--- config.mk ---
export PLATFORM = sky130hd
export DESIGN_NAME = pd_axis_sched
export DESIGN_NICKNAME = d
export VERILOG_FILES = /design/src/rtl/pd_axis_sched.sv
export SDC_FILE = /design/constraint.sdc
export NUM_CORES = 1
export LEC_CHECK = 0
export BUFFER_PORTS_ARGS = -buffer_cell sky130_fd_sc_hd__buf_2
export CAP_MARGIN = 30
export CORE_ASPECT_RATIO = 1.4
export CORE_MARGIN = 4
export CORE_UTILIZATION = 45
export CTS_CLUSTER_SIZE = 28
export DETAILED_ROUTE_END_ITERATION = 6
export PLACE_DENSITY = 0.78
export SLEW_MARGIN = 30
export SYNTH_ARGS = -nofsm -noshare
export SYNTH_HDL_FRONTEND = slang
export SYNTH_SLANG_ARGS = --single-unit
--- constraint.sdc ---
create_clock -name clk -period 2.3 [get_ports clk]
set_clock_uncertainty 0.05 [all_clocks]
set_input_delay 0.345 -clock clk [delete_from_list [all_inputs] [get_ports clk]]
set_output_delay 0.345 -clock clk [all_outputs]
set_load 0.05 [all_outputs]
--- src/rtl/pd_axis_sched.sv ---
// rtl/pd_axis_sched.sv - time-multiplexes one PD engine across pitch, roll and yaw
module pd_axis_sched #(
   parameter int LAT = 3
) (
   input  logic        clk,
   input  logic        rst_n,
   input  logic        vld,
   input  logic [15:0] ptch,
   input  logic [15:0] roll,
   input  logic [15:0] yaw,
   input  logic [15:0] d_ptch,
   input  logic [15:0] d_roll,
   input  logic [15:0] d_yaw,
   output logic        eng_vld,
   output logic [1:0]  eng_axis,
   output logic [15:0] eng_desired,
   output logic [15:0] eng_actual,
   input  logic [9:0]  eng_pterm,
   input  logic [11:0] eng_dterm,
   output logic [9:0]  ptch_pterm,
   output logic [9:0]  roll_pterm,
   output logic [9:0]  yaw_pterm,
   output logic [11:0] ptch_dterm,
   output logic [11:0] roll_dterm,
   output logic [11:0] yaw_dterm,
   output logic        busy,
   output logic        done,
   output logic        ovr
);

   typedef struct packed {
      logic [15:0] d_ptch;
      logic [15:0] ptch;
      logic [15:0] d_roll;
      logic [15:0] roll;
      logic [15:0] d_yaw;
      logic [15:0] yaw;
   } sample_t;

   typedef struct packed {
      logic       v;
      logic [1:0] axis;
   } tag_t;

   typedef enum logic [2:0] {
      S_IDLE, S_ISS0, S_ISS1, S_ISS2, S_DRAIN, S_DONE
   } state_t;

   state_t      state_q;
   sample_t     pend_q;
   logic        pend_vld_q;
   logic        ovr_q;
   logic        busy_q;
   logic        done_q;
   logic        eng_vld_q;
   logic [1:0]  eng_axis_q;
   logic [15:0] eng_des_q;
   logic [15:0] eng_act_q;
   // The pitch pair goes straight into the issue registers at the start
   // edge, so only roll and yaw need to be held for the later issue cycles.
   logic [15:0] snap_d_roll_q;
   logic [15:0] snap_roll_q;
   logic [15:0] snap_d_yaw_q;
   logic [15:0] snap_yaw_q;

   tag_t        tag_q [LAT];
   tag_t        tag_out;
   logic [9:0]  ptch_pterm_q, roll_pterm_q, yaw_pterm_q;
   logic [11:0] ptch_dterm_q, roll_dterm_q, yaw_dterm_q;

   sample_t     live;
   sample_t     start_src;
   logic        start;
   logic        yaw_ret;
   logic        in_flight;

   assign live      = {d_ptch, ptch, d_roll, roll, d_yaw, yaw};
   assign tag_out   = tag_q[LAT-1];
   assign yaw_ret   = tag_out.v && (tag_out.axis == 2'd2);
   assign in_flight = (state_q == S_ISS0) || (state_q == S_ISS1) ||
                      (state_q == S_ISS2) || (state_q == S_DRAIN);

   // Decide whether a new issue sequence starts this edge and where its data comes from
   always_comb begin
      start     = 1'b0;
      start_src = live;
      if ((state_q == S_IDLE) && vld) begin
         start = 1'b1;
      end else if (state_q == S_DONE) begin
         if (vld) begin
            start = 1'b1;
         end else if (pend_vld_q) begin
            start     = 1'b1;
            start_src = pend_q;
         end
      end
   end

   // Scheduler FSM: snapshot, three issue cycles, drain, done; also queues one pending request
   always_ff @(posedge clk) begin
      if (!rst_n) begin
         state_q       <= S_IDLE;
         pend_q        <= '0;
         pend_vld_q    <= 1'b0;
         ovr_q         <= 1'b0;
         busy_q        <= 1'b0;
         done_q        <= 1'b0;
         eng_vld_q     <= 1'b0;
         eng_axis_q    <= 2'd0;
         eng_des_q     <= 16'd0;
         eng_act_q     <= 16'd0;
         snap_d_roll_q <= 16'd0;
         snap_roll_q   <= 16'd0;
         snap_d_yaw_q  <= 16'd0;
         snap_yaw_q    <= 16'd0;
      end else begin
         done_q <= 1'b0;
         if (start) begin
            state_q       <= S_ISS0;
            busy_q        <= 1'b1;
            eng_vld_q     <= 1'b1;
            eng_axis_q    <= 2'd0;
            eng_des_q     <= start_src.d_ptch;
            eng_act_q     <= start_src.ptch;
            snap_d_roll_q <= start_src.d_roll;
            snap_roll_q   <= start_src.roll;
            snap_d_yaw_q  <= start_src.d_yaw;
            snap_yaw_q    <= start_src.yaw;
            if (state_q == S_DONE) begin
               // A fresh vld in DONE supersedes any queued request (newest wins).
               pend_vld_q <= 1'b0;
               if (vld && pend_vld_q) begin
                  ovr_q <= 1'b1;
               end
            end
         end else begin
            case (state_q)
               S_IDLE: ;
               S_ISS0: begin
                  state_q    <= S_ISS1;
                  eng_axis_q <= 2'd1;
                  eng_des_q  <= snap_d_roll_q;
                  eng_act_q  <= snap_roll_q;
               end
               S_ISS1: begin
                  state_q    <= S_ISS2;
                  eng_axis_q <= 2'd2;
                  eng_des_q  <= snap_d_yaw_q;
                  eng_act_q  <= snap_yaw_q;
               end
               S_ISS2: begin
                  state_q   <= S_DRAIN;
                  eng_vld_q <= 1'b0;
               end
               S_DRAIN: begin
                  if (yaw_ret) begin
                     state_q <= S_DONE;
                     done_q  <= 1'b1;
                  end
               end
               S_DONE: begin
                  state_q <= S_IDLE;
                  busy_q  <= 1'b0;
               end
               default: begin
                  state_q   <= S_IDLE;
                  busy_q    <= 1'b0;
                  eng_vld_q <= 1'b0;
               end
            endcase
         end
         if (vld && in_flight) begin
            pend_q     <= live;
            pend_vld_q <= 1'b1;
            if (pend_vld_q) begin
               ovr_q <= 1'b1;
            end
         end
      end
   end

   // Track each issue's axis through the engine latency and capture its result on return
   always_ff @(posedge clk) begin
      if (!rst_n) begin
         for (int i = 0; i < LAT; i++) begin
            tag_q[i] <= '0;
         end
         ptch_pterm_q <= 10'd0;
         roll_pterm_q <= 10'd0;
         yaw_pterm_q  <= 10'd0;
         ptch_dterm_q <= 12'd0;
         roll_dterm_q <= 12'd0;
         yaw_dterm_q  <= 12'd0;
      end else begin
         tag_q[0] <= '{v: eng_vld_q, axis: eng_axis_q};
         for (int i = 1; i < LAT; i++) begin
            tag_q[i] <= tag_q[i-1];
         end
         if (tag_out.v) begin
            case (tag_out.axis)
               2'd0: begin
                  ptch_pterm_q <= eng_pterm;
                  ptch_dterm_q <= eng_dterm;
               end
               2'd1: begin
                  roll_pterm_q <= eng_pterm;
                  roll_dterm_q <= eng_dterm;
               end
               2'd2: begin
                  yaw_pterm_q <= eng_pterm;
                  yaw_dterm_q <= eng_dterm;
               end
               default: ;
            endcase
         end
      end
   end

   assign eng_vld     = eng_vld_q;
   assign eng_axis    = eng_axis_q;
   assign eng_desired = eng_des_q;
   assign eng_actual  = eng_act_q;
   assign ptch_pterm  = ptch_pterm_q;
   assign roll_pterm  = roll_pterm_q;
   assign yaw_pterm   = yaw_pterm_q;
   assign ptch_dterm  = ptch_dterm_q;
   assign roll_dterm  = roll_dterm_q;
   assign yaw_dterm   = yaw_dterm_q;
   assign busy        = busy_q;
   assign done        = done_q;
   assign ovr         = ovr_q;

endmodule
**Word level (Yosys, flattened, before mapping)**

Memory sizes are Yosys's and may differ from the RTL's.
Index checks and enable logic that the tools add are counted.

- Bits in read-only memories: 0
- Output and inout bits: 104
- RAM bits: 9
- Logic and storage cells: 102
- Latch bits: 0
- Input port bits: 121
- Register bits: 268
- Memories: 1

- Div/mod/pow operators: 0
- Bitwise operators: 6
- Order comparisons: 0
- Multiply operators: 0
- $add $sub $neg: 0
- Shift operators: 0
- Multiplexer cells: 34
- Reductions and logical operators: 23
- Eq/ne operators: 12

Memory list:

| name | depth | width | read ports | clocked after memory_dff | write ports | line | text |
|---|---|---|---|---|---|---|---|
| tag_q | 3 | 3 | 3 | 0 | 3 | 66 | `tag_t tag_q [LAT];` |

Operators by type and width:

| operator | number |
|---|---|
| $mux 96 | 4 |
| $pmux 16 s2 | 2 |
| $mux 16 | 2 |
| $mux 1 | 20 |
| $pmux 3 s5 | 1 |
| $mux 3 | 4 |
| $reduce_and 2->1 | 6 |
| $reduce_or 5->1 | 2 |
| $eq 3x2->1 const B | 2 |
| $eq 3x3->1 const B | 2 |
| $reduce_bool 2->1 | 3 |
| $logic_and 1x1->1 | 4 |
| $ne 2x1->1 const B | 2 |
| $ne 2x2->1 const B | 2 |
| $pmux 2 s2 | 1 |
| $eq 3x1->1 const B | 1 |
| $logic_not 3->1 | 1 |
| $logic_or 1x1->1 | 3 |
| $ne 3x3->1 const B | 1 |
| $not 1->1 | 3 |
| $or 1x1->1 | 3 |
| $reduce_bool 3->1 | 1 |
| $reduce_or 3->1 | 1 |
| $eq 2x1->1 const B | 1 |
| other kinds (3) | 3 |

**Logic depth before layout (Yosys ltp)**

Gate-level depths: netlist (run 1).

- Depth in word-level cells: 7
- Mapped depth: 8
- Gate-level depth less buffers: 4

**Worst setup path before layout (run 1)**

Ideal clock, no wire load.

- Kind: reg-to-reg
- Start: register state_q[2]
- End: register eng_des_q[13] (netlist: eng_desired[13])
- Clock period less this slack: 1.762 ns
- Path slack: 0.538 ns
- Data required time: 2.133 ns
- Setup time: 0.117 ns
- Arrival: 1.595 ns
- Cell stages (with the launch flop): 7
- Cell sequence: dfxtp_1 buf_2 or3b_1 a21oi_2 buf_2 o211ai_1 a32o_1

- Longest elaborated chain between the ends: 4

Ends and longest elaborated chain:

| element | line | text |
|---|---|---|
| from (decl) | 49 | `state_t state_q;` |
| from (signal assigned) | 102 | `state_q <= S_IDLE;` |
| from (signal assigned) | 119 | `state_q <= S_ISS0;` |
| from (signal assigned) | 140 | `state_q <= S_ISS1;` |
| $eq 3x3->1 or $logic_not 3->1 (tied branches) | 89, 87 |  |
| $mux 1, or another cell as far along | 89 | `end else if (state_q == S_DONE) begin` |
| $mux 1 or $mux 96 (tied branches) | 87 | `if ((state_q == S_IDLE) && vld) begin` |
| $reduce_bool 3->1 (no line) or $mux 16 (tied branches) | -- |  |
| to (signal assigned) | 123 | `eng_des_q <= start_src.d_ptch;` |
| to (signal assigned) | 142 | `eng_des_q <= snap_d_roll_q;` |
| to (signal assigned) | 148 | `eng_des_q <= snap_d_yaw_q;` |
| to (decl) | 57 | `logic [15:0] eng_des_q;` |

Several ways; a longest one is shown, not always the timed one.
A chain may end at the register's enable or synchronous reset.

**Worst setup path after layout (run 1)**

- Start: register state_q[2]
- End: register eng_des_q[0] (netlist: eng_desired[0])

Same word-level chain as after synthesis.

==> results of run 1 <==
-- per-layer routing --
metal,part of all wire,vias up,GRT usage
met1,0.37,5007,0.268
met5,0,-,0
li1,-,5161,-
met3,0.070,127,0.0316
met2,0.49,506,0.406
met4,0.073,0,0.157
-- worst max-delay path, delay by kind of cell, from the launching register on --
family	cells	cell delay, ps
AOI/OAI and AO/OA	2	520
DFF	1	590
and+or+nand+nor	2	620
buffers and inverters	1	240
-- repair_timing --
item	4_1_cts	5_1_grt
hold buffers	5	0
hold endpoints to repair	5	0
setup buffers	0	0
-- flip-flops by register name (all words and copies together) (netlist names), 2 cells and up --
register	flops
eng_desired	16
yaw_dterm	12
roll_dterm	12
snap_yaw_q	16
yaw_pterm	10
eng_actual	16
roll_pterm	10
ptch_dterm	12
ptch_pterm	10
state_q	3
snap_d_roll_q	16
eng_axis	2
snap_roll_q	16
tag_q	9
snap_d_yaw_q	16
pend_q	96
-- cell families after synthesis --
kind of cell,after synthesis,synth area share
buf+inv,157,0.0598
compound gates,341,0.214
flops,277,0.493
xor+xnor,1,0.000779
simple gates,659,0.233
-- metrics by stage --
step,power (mW),cells,instance area [sq um],worst slack [ps],util
after floorplan,7.84,1435,11200,538,-
after global placement,8.80,1886,12700,277,0.515
after detailed placement,8.89,1886,12700,199,0.515
after CTS,13.2,1938,13600,250,0.552
after global routing,13.7,1939,13600,94.1,0.552
final,13.1,1939,13600,203,0.552
-- layout make-up --
class	instances	area [sq um]	area share
multi-input cells	1001	5070	0.372
flip-flops and latches	277	5550	0.407
repair buffers	265	1630	0.120
inverters	33	129	0.00947
clock inverters	9	100	0.00735
diodes	1	2.50	0.000184
well taps	315	394	0.0289
clock buffers	38	747	0.0549
-- synthesized netlist by cell type, drive strengths merged (10+ instances only) --
cell type | count | area share
a21oi | 169 | 0.076
dfxtp | 277 | 0.49
a32o | 32 | 0.028
nand3 | 33 | 0.015
nand2 | 522 | 0.17
o21ai | 36 | 0.016
inv | 33 | 0.011
buf | 46 | 0.023
and2 | 10 | 0.0056
clkbuf | 78 | 0.026
a311oi | 64 | 0.067
o211ai | 33 | 0.022
nor2 | 72 | 0.024
-- power groups by stage --
stage | clock network [mW] | registers [mW] | logic, mW
2_1_floorplan | 0 | 6.21 | 1.63
3_3_place_gp | 0 | 5.85 | 2.95
3_5_place_dp | 0 | 5.86 | 3.02
4_1_cts | 4.36 | 5.76 | 3.04
5_1_grt | 4.56 | 5.81 | 3.30
6_report | 4.28 | 5.77 | 3.05
-- path summary, 6_finish.rpt --
path,startpoint,to,cells past startpoint
worst max-delay path,state_q[2],eng_desired[0],5
worst min-delay path,d_ptch[0],pend_q[80],3
worst max register to register,state_q[2],eng_desired[0],5
worst min register to register,tag_q[0][4],tag_q[0][7],1
==> qor.txt, run 1 <==
Outcome: finished clean
Sequential area share after synthesis: 0.493
Syn_nets: 1556
Yosys warning count: 0
Largest net degree at the start of global routing: 147
Predominant post-synthesis flop cell: dfxtp_1
Max_cap viols: 0
WHS: 9.64 ps
Min Tclk post-route: 2100 ps
Leakage dissipation: 5.35 nW
PwrDens: 963 mW/mm^2
# DRC: 0
Max IR drop VDD: 0.835 mV
Die Height: 195 um
Unrepaired setup endpoints after global routing: no
Resized cells post-CTS: 0
Tcrit/Tclk final: 0.912
CTS Buf Count: 27
First-pass GRT wire length: 53.1 mm
Number of synthesized flops with an enable pin: 0
Initial DRC Count: 855
Final ANT Viol Nets: 0
Cells after Synth: 1435
Clock Path Buffers: 3
Sw Ratio: 0.326
Total routed wirelength: 34.3 mm
Syn avg cell area: 7.84 sq um
CP cell instances: nand4b_1 > or2_4 > buf_12 > o211ai_1 > a32o_1
Site Rows: 68
Total GRT Usage: 0.235
Core region area: 0.0247 sq mm
Worst slew margin: 0.538
Most common cell after layout, fill and taps aside: nand2_1
Vias per Instance: 5.57
Slew Limit Fails: 0
Share of cells above drive strength 1: 0.210
Number of I/O pins: 225
Initial antenna violation count: 1
CTS tree: built
Critical path's slowest cell: dfxtp_1
Die width: 142 um
CTS clk-pin slew, worst paths: 60 ps
Crit-path max FO: 30
Routed wire per std cell: 17.7 um
# H-tree levels: 1
CP Launch Type: register
Clk Latency, worst-skew pair: 530 ps
Syn Std Cell Area: 0.0112 sq mm
GPL Wtd Cong: 0.872
Comb power frac: 0.233
Commonest cells after routing, fill and taps aside: 522 x nand2_1, 277 x dfxtp_1, 224 x buf_2, 167 x a21oi_1, 71 x nor2_1
Vias in the first global route: 10182
Full die area: 0.0276 sq mm
Crit Path Class: register to register
Ys async rst share: 0
Fmax: 477 MHz
Switching power: 4.27 mW
Drt pass-1 iters: 5
Power share of the clock group: 0.327
Root Buffer: clkbuf_16
Worst slew pin tran: 693 ps
Worst EP required: 2720 ps
Sequential share of power: 0.440
I/O Buffers: 224
Fillers: 2221
Worst path arrival time: 2520 ps
Starting density of the core: 0.456
Final Hold Viols: 0
Final setup fails: 0
Register bit total from synthesis: 277
Reg2Reg Setup Slack: 200 ps
Pint: 8.84 mW
Clock sinks: 277
Global route total overflow: 0
Setup TNS: 0 ps
Post-DP HPWL: 23.5 mm
Slowest stage delay, CP: 590 ps
Distinct cells, synth: 40
HP Class: input port to register
DR vias: 10801
Fin nets: 1726
Synth-to-Final Area Change: 21.1%
CP endpoint kind: register
Note: power is estimated with default switching activity, not from simulation.
==> inputs of run 2 (changes only) <==
--- a/config.mk
+++ b/config.mk
@@ -7,12 +7,13 @@
 export LEC_CHECK = 0
 export BUFFER_PORTS_ARGS = -buffer_cell sky130_fd_sc_hd__buf_2
 export CAP_MARGIN = 30
-export CORE_ASPECT_RATIO = 1.4
-export CORE_MARGIN = 4
+export CORE_ASPECT_RATIO = 1.25
+export CORE_MARGIN = 8
 export CORE_UTILIZATION = 45
 export CTS_CLUSTER_SIZE = 28
 export DETAILED_ROUTE_END_ITERATION = 6
 export PLACE_DENSITY = 0.78
+export SETUP_SLACK_MARGIN = 0.1
 export SLEW_MARGIN = 30
 export SYNTH_ARGS = -nofsm -noshare
 export SYNTH_HDL_FRONTEND = slang
==> run 2 against run 1 <==
Effect of this change: flip-flop and latch count did not move; fmax rose by 0.65%; clock power rose by 8.6%; critical path depth rose by 1; die area rose by 9.8%; global-route usage fell by 0.89 points; non-clock buffer count rose by 53; power rose by 3.6%; register-to-register slack barely moved; wire length rose by 6.6%; highest routed layer is now met5.
==> qor.txt, run 2 (synthesis results as in run 1) <==
Outcome: finished clean
Site Rows: 64 (-5.9%)
Fmax: 480 MHz (+0.65%)
Setup TNS: 0 ps (unchanged)
GRT Max-Usage Layer: met2
Initial DRC Count: 1217 (+42%)
Worst slew pin tran: 962 ps (+270 ps)
Max IR drop VDD: 0.574 mV (-31%)
Root Buffer: clkbuf_16
Worst EP required: 2680 ps (-40 ps)
Worst hold stages: 3 (unchanged)
Fin nets: 1779 (+3.1%)
Post-DP HPWL: 24.8 mm (+5.3%)
Tcrit/Tclk final: 0.906 (-0.00592)
Number of I/O pins: 225 (unchanged)
Total GRT Usage: 0.226 (-0.00894)
Core region area: 0.0245 sq mm (-0.69%)
Flip-flop count of the largest register after layout: 96 (unchanged)
GPL Wtd Cong: 0.843 (-3.3%)
Leakage dissipation: 5.63 nW (+5.2%)
Starting density of the core: 0.459 (+0.00316)
# H-tree levels: 1 (unchanged)
Routed wire per std cell: 18.2 um (+2.8%)
Clock Path Buffers: 3 (unchanged)
Worst path arrival time: 2470 ps (-50 ps)
Die Height: 193 um (-1.2%)
Cell Area, Placed: 0.0127 sq mm (+0.26%)
Min Tclk post-route: 2080 ps (-13.6 ps)
CP endpoint kind: register
I/O Buffers: 224 (unchanged)
Largest Register: pend_q
First-pass GRT wire length: 54.7 mm (+3.0%)
DR vias: 11059 (+2.4%)
Worst slew margin: 0.358 (-0.180)
CTS Buf Count: 27 (unchanged)
CP delay by family, top: compound AO/OA/AOI/OAI gates
Drt pass-1 iters: 6 (+1)
R2R cell count: 6 (+1)
Final setup fails: 0 (unchanged)
WHS: 5.38 ps (-4.26 ps)
Crit Path Class: register to register
GRT met1 Usage: 0.276 (+0.00801)
CP Depth: 6 (+1)
Share of cells above drive strength 1: 0.209 (-0.00105)
Largest net degree at the start of global routing: 168 (+14%)
HP Class: input port to register
CP bufs+invs: 2 (+1)
Met3 Track Usage GR: 0.0437 (+0.0121)
Initial antenna violation count: 2 (+1)
Met2 Usage GRT: 0.385 (-0.0203)
Critical path's slowest cell: or3b_1
Unrepaired setup endpoints after global routing: no
Fin area: 0.0143 sq mm (+4.7%)
Final ANT Viol Nets: 0 (unchanged)
Final Hold Viols: 0 (unchanged)
Synth-to-Final Area Change: 26.8%
Most common cell after layout, fill and taps aside: nand2_1
CP Launch Type: register
Slew Limit Fails: 0 (unchanged)
CTS tree: built
Resized cells post-CTS: 0 (unchanged)
Clk Latency, worst-skew pair: 550 ps (+20 ps)
Vias in the first global route: 10115 (-0.66%)
Die width: 157 um (+11%)
Global route total overflow: 0 (unchanged)
PwrDens: 952 mW/mm^2 (-1.1%)
Top cell by count, worst path: buf_12
Commonest cells after routing, fill and taps aside: 522 x nand2_1, 277 x dfxtp_1, 224 x buf_2, 167 x a21oi_1, 71 x nor2_1
Area occupied by multi-input gates: 0.00507 sq mm (about the same)
Power Total: 13.6 mW (+3.6%)
Clock sinks: 277 (unchanged)
Full die area: 0.0303 sq mm (+9.8%)
Fillers: 2148 (-3.3%)
FF+latch area: 0.00555 sq mm (unchanged)
Post-CTS Setup Inserts: 0 (unchanged)
# DRC: 0 (unchanged)
Crit-path max FO: 38 (+27%)
Slowest stage delay, CP: 450 ps (-140 ps)
Vias per Instance: 5.50 (-1.2%)
CTS clk-pin slew, worst paths: 60 ps (about the same)
CP cell instances: or3b_1 > a21oi_4 > buf_12 > buf_12 > nor2_1 > a311oi_1
Total routed wirelength: 36.5 mm (+6.6%)
Max_cap viols: 0 (unchanged)
run 2: changes by cell type in the layout (fill, tap and decap cells not counted), moves of 3 or more:
cell | previous run | this run
clkbuf_8 | 3 | 7
dlygate4sd3_1 | 5 | 54
buf_4 | 21 | 25
clkbuf_1 | 8 | 5
run 2: metal layers:
metal / wire [um] / share of wire
met1: 14100 / 0.39
met4: 1480 / 0.041
met3: 3510 / 0.096
met2: 17400 / 0.48
met5: 13 / 0.00036
run 2: path summary, 6_finish.rpt:
kind | start | to | slack, ps
max reg2reg | state_q[0] | snap_yaw_q[4] | 220
max | state_q[0] | snap_yaw_q[4] | 220
min reg2reg | tag_q[0][5] | tag_q[0][8] | 380
min | yaw[12] | pend_q[12] | 5
run 2: power breakdown:
group          switching (mW)  internal (mW)  leakage, nW
clock                    1.91           2.74        0.461
sequential              0.365           5.36         2.26
combinational            2.11           1.09         2.91
total                    4.39           9.19         5.63
run 2: final cells by class:
cell class | count | share of cell area
clock buffers | 39 | 0.0554
well taps | 330 | 0.0290
inverters | 33 | 0.00904
clock inverters | 11 | 0.0108
repair buffers | 318 | 0.151
diodes | 1 | 0.000175
flip-flops and latches | 277 | 0.389
multi-input cells | 1001 | 0.356
run 2: timing repair:
action | 4_1_cts | 5_1_grt
setup endpoints to repair | 0 | 1
endpoints found under the hold margin | 55 | 0
hold buffers | 54 | 0
run 2: worst register-to-register path, delay by kind of cell (launching register included):
| family | cells | cell delay, ps |
|---|---|---|
| AO/OA/AOI/OAI | 2 | 560 |
| AND/OR/NAND/NOR | 2 | 520 |
| buffers and inverters | 2 | 490 |
| flip-flops | 1 | 350 |
run 2: through the flow:
step / utilization / setup WS (ps) / std cells
final: 0.582 / 216 / 2010
after global routing: 0.582 / 107 / 2010
after CTS: 0.581 / 253 / 2008
after detailed placement: 0.520 / 232 / 1904
after global placement: 0.520 / 302 / 1904
after floorplan: - / 538 / 1435
==> inputs of run 3 (changes only) <==
--- a/config.mk
+++ b/config.mk
@@ -10,6 +10,7 @@
 export CORE_ASPECT_RATIO = 1.25
 export CORE_MARGIN = 8
 export CORE_UTILIZATION = 45
+export CTS_BUF_LIST = sky130_fd_sc_hd__clkbuf_4 sky130_fd_sc_hd__clkbuf_8
 export CTS_CLUSTER_SIZE = 28
 export DETAILED_ROUTE_END_ITERATION = 6
 export PLACE_DENSITY = 0.78
==> run 3 against run 2 <==
Effect of this change: critical path depth unchanged; largest cell class unchanged; critical endpoint is now snap_yaw_q[14]; power down 1.1%; final cell count up 3.4%.
==> qor.txt, run 3 (synthesis results as in run 1) <==
Outcome: finished clean
Sw Ratio: 0.331 (+0.00789)
CTS tree: built
Total routed wirelength: 38.3 mm (+4.7%)
Worst slew pin tran: 892 ps (-70.0 ps)
Post-DP HPWL: 24.8 mm (unchanged)
Final setup fails: 0 (unchanged)
HP Class: input port to register
CP cell instances: or3b_1 > a21oi_4 > buf_12 > buf_12 > nor2_1 > a311oi_1
Clock sinks: 277 (unchanged)
First-pass GRT wire length: 57.4 mm (+4.9%)
Full die area: 0.0303 sq mm (unchanged)
Leakage dissipation: 5.85 nW (+3.9%)
Final Hold Viols: 0 (unchanged)
Sequential share of power: 0.426 (+0.004)
Fin nets: 1837 (+3.3%)
Post-CTS Setup Inserts: 0 (unchanged)
CP Launch Type: register
CTS clk-pin slew, worst paths: 70 ps (about the same)
Clock Path Buffers: 3 (unchanged)
Max_cap viols: 0 (unchanged)
CP Depth: 6 (unchanged)
Max IR drop VDD: 0.575 mV (about the same)
Crit Path Class: register to register
Dpl ws: 232 ps (unchanged)
Setup TNS: 0 ps (unchanged)
Min-delay src: d_yaw[10]
Initial DRC Count: 1174 (-3.5%)
Clk Latency, worst-skew pair: 570 ps (+20 ps)
Fmax: 477 MHz (-0.59%)
Initial antenna violation count: 3 (+1)
Worst path arrival time: 2510 ps (+40 ps)
# H-tree levels: 2 (+1)
Reg2Reg Setup Slack: 200 ps (about the same)
Unrepaired setup endpoints after global routing: yes
CTS Buf Count: 43 (+59%)
Root Buffer: clkbuf_8
Tcrit/Tclk final: 0.911 (+0.00539)
Pint: 8.98 mW (-2.2%)
# DRC: 0 (unchanged)
Flip-flop count of the largest register after layout: 96 (unchanged)
Total GRT Usage: 0.238 (+0.0118)
Vias per Instance: 5.51 (+0.14%)
Commonest cells after routing, fill and taps aside: 522 x nand2_1, 277 x dfxtp_1, 224 x buf_2, 167 x a21oi_1, 95 x dlygate4sd3_1
Slew Limit Fails: 0 (unchanged)
PwrDens: 914 mW/mm^2 (-4.1%)
Power share of the clock group: 0.330 (-0.013)
Global route total overflow: 0 (unchanged)
Number of I/O pins: 225 (unchanged)
CP endpoint kind: register
Comb power frac: 0.244 (+0.008)
Reg-to-Reg End: snap_yaw_q[14]
CP delay by family, top: compound AO/OA/AOI/OAI gates
Fin worst setup slack: 204 ps (-12.4 ps)
Die Height: 193 um (unchanged)
Largest net degree at the start of global routing: 168 (unchanged)
Vias in the first global route: 10786 (+6.6%)
Share of cells above drive strength 1: 0.219 (+0.00973)
Post-Route Utilization: 0.600 (+0.0179)
Drt pass-1 iters: 6 (unchanged)
Reg-to-Reg Start: state_q[0]
Critical path's slowest cell: or3b_1
DR vias: 11455 (+3.6%)
Worst slew margin: 0.405 (+0.0467)
Starting density of the core: 0.459 (unchanged)
Top cell by count, worst path: buf_12
Synth-to-Final Area Change: 30.7%
Site Rows: 64 (unchanged)
Most common cell after layout, fill and taps aside: nand2_1
Hold path endpoint: pend_q[26]
Routed wire per std cell: 18.4 um (+1.2%)
Final ANT Viol Nets: 0 (unchanged)
Worst hold stages: 3 (unchanged)
Resized cells post-CTS: 0 (unchanged)
Crit-path max FO: 38 (unchanged)
Slowest stage delay, CP: 450 ps (about the same)
Switching power: 4.45 mW (+1.3%)
Min Tclk post-route: 2100 ps (+12.4 ps)
CP bufs+invs: 2 (unchanged)
Worst EP required: 2710 ps (+30 ps)
I/O Buffers: 224 (unchanged)
GPL Wtd Cong: 0.843 (unchanged)
Cell Area, Placed: 0.0127 sq mm (unchanged)
R2R cell count: 6 (unchanged)
Core region area: 0.0245 sq mm (unchanged)
Die width: 157 um (unchanged)
Fin area: 0.0147 sq mm (+3.1%)
Largest Register: pend_q
-- run 3: changes by cell type in the layout (fill, tap and decap cells not counted), sizes merged --
| cell | previous run | this run |
|---|---|---|
| bufinv | 3 | 1 |
| diode | 1 | 3 |
| clkinv | 5 | 7 |
| dlygate4sd3 | 54 | 95 |
| clkinvlp | 2 | 1 |
| clkbuf | 40 | 67 |
-- run 3: power by group through the flow --
stage	logic, mW	registers [mW]	clock network (mW)
2_1_floorplan	1.63	6.21	0
3_3_place_gp	2.99	5.79	0
5_1_grt	3.50	5.77	4.72
3_5_place_dp	3.06	5.81	0
4_1_cts	3.20	5.71	4.48
6_report	3.27	5.73	4.43
-- run 3: worst register-to-register path: cells and delay by family, from the launching register on --
| kind | cells | cell delay [ps] |
|---|---|---|
| AO/OA/AOI/OAI | 2 | 550 |
| buffers and inverters | 2 | 490 |
| flip-flops | 1 | 360 |
| AND/OR/NAND/NOR | 2 | 540 |
-- run 3: how the worst max path moves through the flow --
stage | from | endpoint | slack, ps
final | state_q[0] | snap_yaw_q[14] | 200
after global routing | state_q[0] | snap_d_yaw_q[3] | 90
after CTS | state_q[0] | snap_roll_q[10] | 280
after detailed placement | vld | snap_roll_q[10] | 230
after global placement | vld | snap_yaw_q[14] | 300
after floorplan | state_q[2] | eng_desired[13] | 540
-- run 3: cell type report --
| class | count | area [sq um] |
|---|---|---|
| inverters | 33 | 129 |
| clock inverters | 10 | 92.6 |
| multi-input cells | 1001 | 5070 |
| well taps | 330 | 413 |
| flip-flops and latches | 277 | 5550 |
| clock buffers | 65 | 851 |
| diodes | 3 | 7.51 |
| repair buffers | 360 | 2590 |
| fillers | 2082 | 9800 |
-- run 3: layer usage --
metal  track usage  vias up  share of wire
met5             0        -              0
met4         0.120        0          0.040
met3        0.0518       92          0.095
met2         0.404      617           0.48
met1         0.279     5357           0.38
li1              -     5389              -
-- run 3: repair_timing --
item | 4_1_cts | 5_1_grt
setup endpoints to repair | 0 | 2
hold endpoints to repair | 152 | 0
hold buffers | 95 | 0
-- run 3: metrics by stage --
stage | hold WS [ps] | std cells | power (mW)
after CTS | 0.209 | 2074 | 13.4
final | 17.2 | 2079 | 13.4
after global placement | 364 | 1904 | 8.79
after global routing | 7.52 | 2079 | 14.0
after detailed placement | 370 | 1904 | 8.87
after floorplan | 362 | 1435 | 7.84
